==> src/rtl/uart_rx_fifo.sv <==
// Receive byte FIFO behind the UART receiver: captures one byte per din_rdy rising edge, FWFT read.
// Write visible on dout one cycle after capture; writes into a full FIFO without a pop are dropped (sticky overflow).
// Optional almost_full output is enabled by defining UART_RX_FIFO_ALMOST_FULL_EN.
module uart_rx_fifo #(
  parameter int DEPTH_LOG2 = 4,
  parameter int DATA_W     = 8
) (
  input  logic                  clk,
  input  logic                  rst,
  input  logic [DATA_W-1:0]     din,
  input  logic                  din_rdy,
  input  logic                  rd_en,
  input  logic                  clr_ovf,
  output logic [DATA_W-1:0]     dout,
  output logic                  dout_valid,
  output logic                  full,
  output logic                  overflow,
`ifdef UART_RX_FIFO_ALMOST_FULL_EN
  output logic                  almost_full,
`endif
  output logic [DEPTH_LOG2:0]   count
);

  localparam int DEPTH = 1 << DEPTH_LOG2;
  localparam int CW    = DEPTH_LOG2 + 1;
  localparam logic [CW-1:0] DEPTH_C = CW'(DEPTH);
  localparam logic [CW-1:0] ONE_C   = CW'(1);
  localparam logic [DEPTH_LOG2-1:0] PTR_ONE = DEPTH_LOG2'(1);

  logic [DATA_W-1:0]     mem [DEPTH];
  logic [DEPTH_LOG2-1:0] wr_ptr;
  logic [DEPTH_LOG2-1:0] rd_ptr;
  logic                  din_rdy_q;
  logic                  wr_stb;
  logic                  pop;
  logic                  wr_ok;
  logic                  drop;

  assign wr_stb = din_rdy & ~din_rdy_q;
  assign pop    = rd_en & dout_valid;
  // A pop in the same cycle frees the slot the write lands in, so full alone does not block it.
  assign wr_ok  = wr_stb & (~full | pop);
  assign drop   = wr_stb & full & ~pop;

  // Reset value 1 suppresses a spurious strobe from a level already high at release.
  always_ff @(posedge clk or posedge rst) begin
    if (rst) din_rdy_q <= 1'b1;
    else     din_rdy_q <= din_rdy;
  end

  always_ff @(posedge clk or posedge rst) begin
    if (rst) begin
      for (int i = 0; i < DEPTH; i++) mem[i] <= '0;
    end else if (wr_ok) begin
      mem[wr_ptr] <= din;
    end
  end

  always_ff @(posedge clk or posedge rst) begin
    if (rst) begin
      wr_ptr <= '0;
      rd_ptr <= '0;
    end else begin
      if (wr_ok) wr_ptr <= wr_ptr + PTR_ONE;
      if (pop)   rd_ptr <= rd_ptr + PTR_ONE;
    end
  end

  always_ff @(posedge clk or posedge rst) begin
    if (rst) begin
      count <= '0;
    end else begin
      case ({wr_ok, pop})
        2'b10:   count <= count + ONE_C;
        2'b01:   count <= count - ONE_C;
        default: count <= count;
      endcase
    end
  end

  // A drop in the same cycle as clr_ovf keeps the flag set.
  always_ff @(posedge clk or posedge rst) begin
    if (rst)          overflow <= 1'b0;
    else if (drop)    overflow <= 1'b1;
    else if (clr_ovf) overflow <= 1'b0;
  end

  assign dout_valid = (count != '0);
  assign full       = (count == DEPTH_C);
  assign dout       = dout_valid ? mem[rd_ptr] : '0;

`ifdef UART_RX_FIFO_ALMOST_FULL_EN
  assign almost_full = (count >= CW'(DEPTH - 2));
`endif

endmodule
==> config.mk <==
export PLATFORM = sky130hd
export DESIGN_NAME = uart_rx_fifo
export DESIGN_NICKNAME = d
export VERILOG_FILES = /design/src/rtl/uart_rx_fifo.sv
export SDC_FILE = /design/constraint.sdc
export NUM_CORES = 1
export LEC_CHECK = 0
export ABC_CLOCK_PERIOD_IN_PS = 4350
export CORE_AREA = 2 2 116 118
export CTS_CLUSTER_SIZE = 16
export DETAILED_ROUTE_END_ITERATION = 12
export DIE_AREA = 0 0 118 120
export HOLD_SLACK_MARGIN = 0.03
export PLACE_DENSITY = 0.82
export SYNTH_ARGS = -nofsm -noshare
export SYNTH_HDL_FRONTEND = slang
export SYNTH_SLANG_ARGS = --single-unit
==> constraint.sdc <==
create_clock -name clk -period 4.35 [get_ports clk]
set_input_delay 0.87 -clock clk [delete_from_list [all_inputs] [get_ports clk]]
set_output_delay 0.87 -clock clk [all_outputs]
set_load 0.1 [all_outputs]
==> impl_metrics.json <==
{
  "status": "complete, no violations",
  "critPathCaptureType": "primary output",
  "fin_crit_ns": 3.71,
  "antenna_cells": 0,
  "wl_um": 14000,
  "cts.sinks": 143,
  "ioPinCount": 29,
  "synth_cell_types": 42,
  "relSlewSlack_pct": 33.9,
  "synth_ff_type": "dfrtp_1",
  "port_buffers": 28,
  "worst_setup_path_start_kind": "flop",
  "syn-num-nets": 468,
  "fmax_ghz": 0.270,
  "power_density_nw_per_um2": 855,
  "min_path_type": "flop to flop",
  "postCtsSetupBuffers": 0,
  "synth_compound_area_share_pct": 2.80,
  "fin_tns_setup_ns": 0,
  "cts_buffers": 17,
  "synthSimpleGateAreaFrac_pct": 4.57,
  "synth_area_leader_cell": "dfrtp_1",
  "drt_iter0_drc": 228,
  "dp_hpwl_um": 9310,
  "cts.path.max_buffers": 2,
  "worstReg2RegEnd": "count[4]$_DFFE_PP0P_",
  "finalMaxSlewViolations": 0,
  "grt_pass1_wl_um": 23400,
  "fp.dieW_um": 118,
  "synth_warnings": 0,
  "skew_ns": 0.00531,
  "drive_above_1_share_pct": 44.2,
  "die_h_um": 120,
  "worstSetupStartpoint": "count[1]$_DFFE_PP0P_",
  "ant_nets": 0,
  "fin_nets": 496,
  "core_um2": 13000,
  "avgRoutedWirePerCell_um": 21.1,
  "hold_viol_final": 0,
  "critPathMaxFanout": 12,
  "via_count": 3920,
  "holdBufCountCts": 0,
  "finish.utilization_pct": 61.3,
  "async_flop_share_pct": 100,
  "synth_top_area_share_pct": 51.2,
  "rows": 42,
  "track_usage_pct": 21.5,
  "setup_violations": 0,
  "cp.arrival_ns": 2.84,
  "synthMuxAreaShare_pct": 35.7,
  "reg2reg_from": "count[1]$_DFFE_PP0P_",
  "critPathKind": "flop to primary output",
  "post-route-period-util_pct": 85.2,
  "synth_area_leaders": "dfrtp_1 (51%), mux2_2 (13%), mux4_2 (10%)",
  "clock-root-buffer": "clkbuf_16",
  "cts_htree_levels": 4,
  "syn2layout_area_growth_pct": 14.8,
  "synth_top_family_by_area": "multiplexers",
  "peakVddDrop_v": 0.000486,
  "power.leakage_nw": 3.53,
  "antenna_found_initial": 0,
  "ys_seq_area_share_pct": 51.6,
  "clock_latency_ns": 0.42,
  "start_util_pct": 53.4,
  "drc_errors": 0,
  "multi_input_area_um2": 3220,
  "hold_end": "mem[103]$_DFFE_PP0P_",
  "place_congestion": 0.820,
  "regArea_um2": 3580,
  "cts_resized": 0,
  "dieArea_um2": 14200,
  "hold_start": "mem[103]$_DFFE_PP0P_",
  "grt_overflow": 0,
  "syn_area_per_cell_um2": 15.5,
  "r2r_slack_ns": 0.92,
  "reg2regPathDepth": 11,
  "drt_first_pass_iters": 4,
  "worst_slew_pin_slew_ns": 0.988,
  "ys_ff_latch": 143,
  "netlist_area_um2": 6930,
  "viasPerCell": 5.92,
  "synth_adder_area_share_pct": 1.44,
  "crit_required_ns": 3.48,
  "grt_max_degree": 80,
  "grt_pass1_vias": 4254,
  "rsz0062_at_grt": "no",
  "tritoncts": "yes",
  "drv_cap": 0,
  "synth_xor_area_share_pct": 1.52,
  "synth_cells": 447,
  "fillCellCount": 961,
  "clk_pin_slew_ns": 0.06,
  "holdPathStages": 1,
  "synth_edf_count": 0
}
==> stage by stage <==
step | hold slack (ns) | instances | area [um^2] | setup slack (ns) | power (mW)
after floorplan | 0.459 | 447 | 6970 | 0.416 | 4.77
after global placement | 0.468 | 632 | 7400 | 0.710 | 5.27
after detailed placement | 0.480 | 632 | 7400 | 0.621 | 5.42
after CTS | 0.493 | 662 | 7960 | 0.628 | 6.83
after global routing | 0.503 | 662 | 7960 | 0.524 | 7.13
final | 0.493 | 662 | 7960 | 0.643 | 6.81
==> flip-flops by register name (all words and copies together) (netlist names) <==
| register | flops |
|---|---|
| mem | 128 |
| count | 5 |
| rd_ptr | 4 |
| wr_ptr | 4 |
| din_rdy_q | 1 |
| overflow | 1 |
==> area by class of cell <==
| cell class | instances | share of cell area, % |
|---|---|---|
| Sequential cell | 143 | 45.0 |
| Clock inverter | 10 | 1.45 |
| Clock buffer | 20 | 5.61 |
| Multi-Input combinational cell | 270 | 40.4 |
| Inverter | 9 | 0.644 |
| Tap cell | 176 | 2.77 |
| Timing Repair Buffer | 34 | 4.12 |
==> worst max-delay path, cell delays in order, from the launching register on <==
cell and delay (ns):
dfrtp_1 0.50, nor4_4 0.49, nand2_1 0.35, clkdlybuf4s50_1 1.07
==> cells in the mapped netlist, drive strengths merged (2+ instances only) <==
cell type and n:
nand2 18, or4 2, mux2 138, nor4b 4
a311oi 3, mux4 32, xor2 3, ha 8
inv 8, a31oi 2, o21ai 10, xnor2 9
nand2b 4, clkbuf 12, buf 13, nor2 2
nand3 2, mux2i 8, a21oi 11, nand3b 2
dfrtp 142, nand4 2
==> power breakdown <==
group	internal [mW]	switching, mW	total (mW)	leakage [nW]
Sequential	1.92	0.498	2.42	1.84
Clock	0.851	0.542	1.39	0.268
Combinational	1.37	1.63	3.00	1.42
==> layout by cell type (no fill, tap or decap), types with 9 or more instances in the layout <==
cell type,count
buf_4,13
clkdlybuf4s50_1,19
nand2_1,18
mux4_2,32
mux2_2,81
clkbuf_16,17
dfrtp_1,141
xnor2_1,9
mux2_4,32
mux2_1,25
==> cell families after synthesis <==
| family | count (synthesis) |
|---|---|
| DFF | 143 |
| and+or+nand+nor | 42 |
| buffers and inverters | 34 |
| AOI/OAI and AO/OA | 30 |
| xor gates and xnor gates | 12 |
| muxes | 178 |
| adders and majority gates | 8 |
==> layer usage <==
layer  wire, um  global-route usage (%)
met4        288                    8.51
met3        394                    4.42
met2       7140                    35.0
met1       6170                    28.7
met5          0                       0
==> worst max path at each step <==
| stage | end | slack [ns] | cells past startpoint |
|---|---|---|---|
| after floorplan | dout[2] | 0.42 | 5 |
| after global placement | count[4]$_DFFE_PP0P_ | 0.71 | 12 |
| after detailed placement | count[4]$_DFFE_PP0P_ | 0.62 | 12 |
| after CTS | dout_valid | 0.63 | 3 |
| after global routing | dout_valid | 0.52 | 3 |
| final | dout_valid | 0.64 | 3 |
No activity file was read; power rests on OpenSTA's default activity.
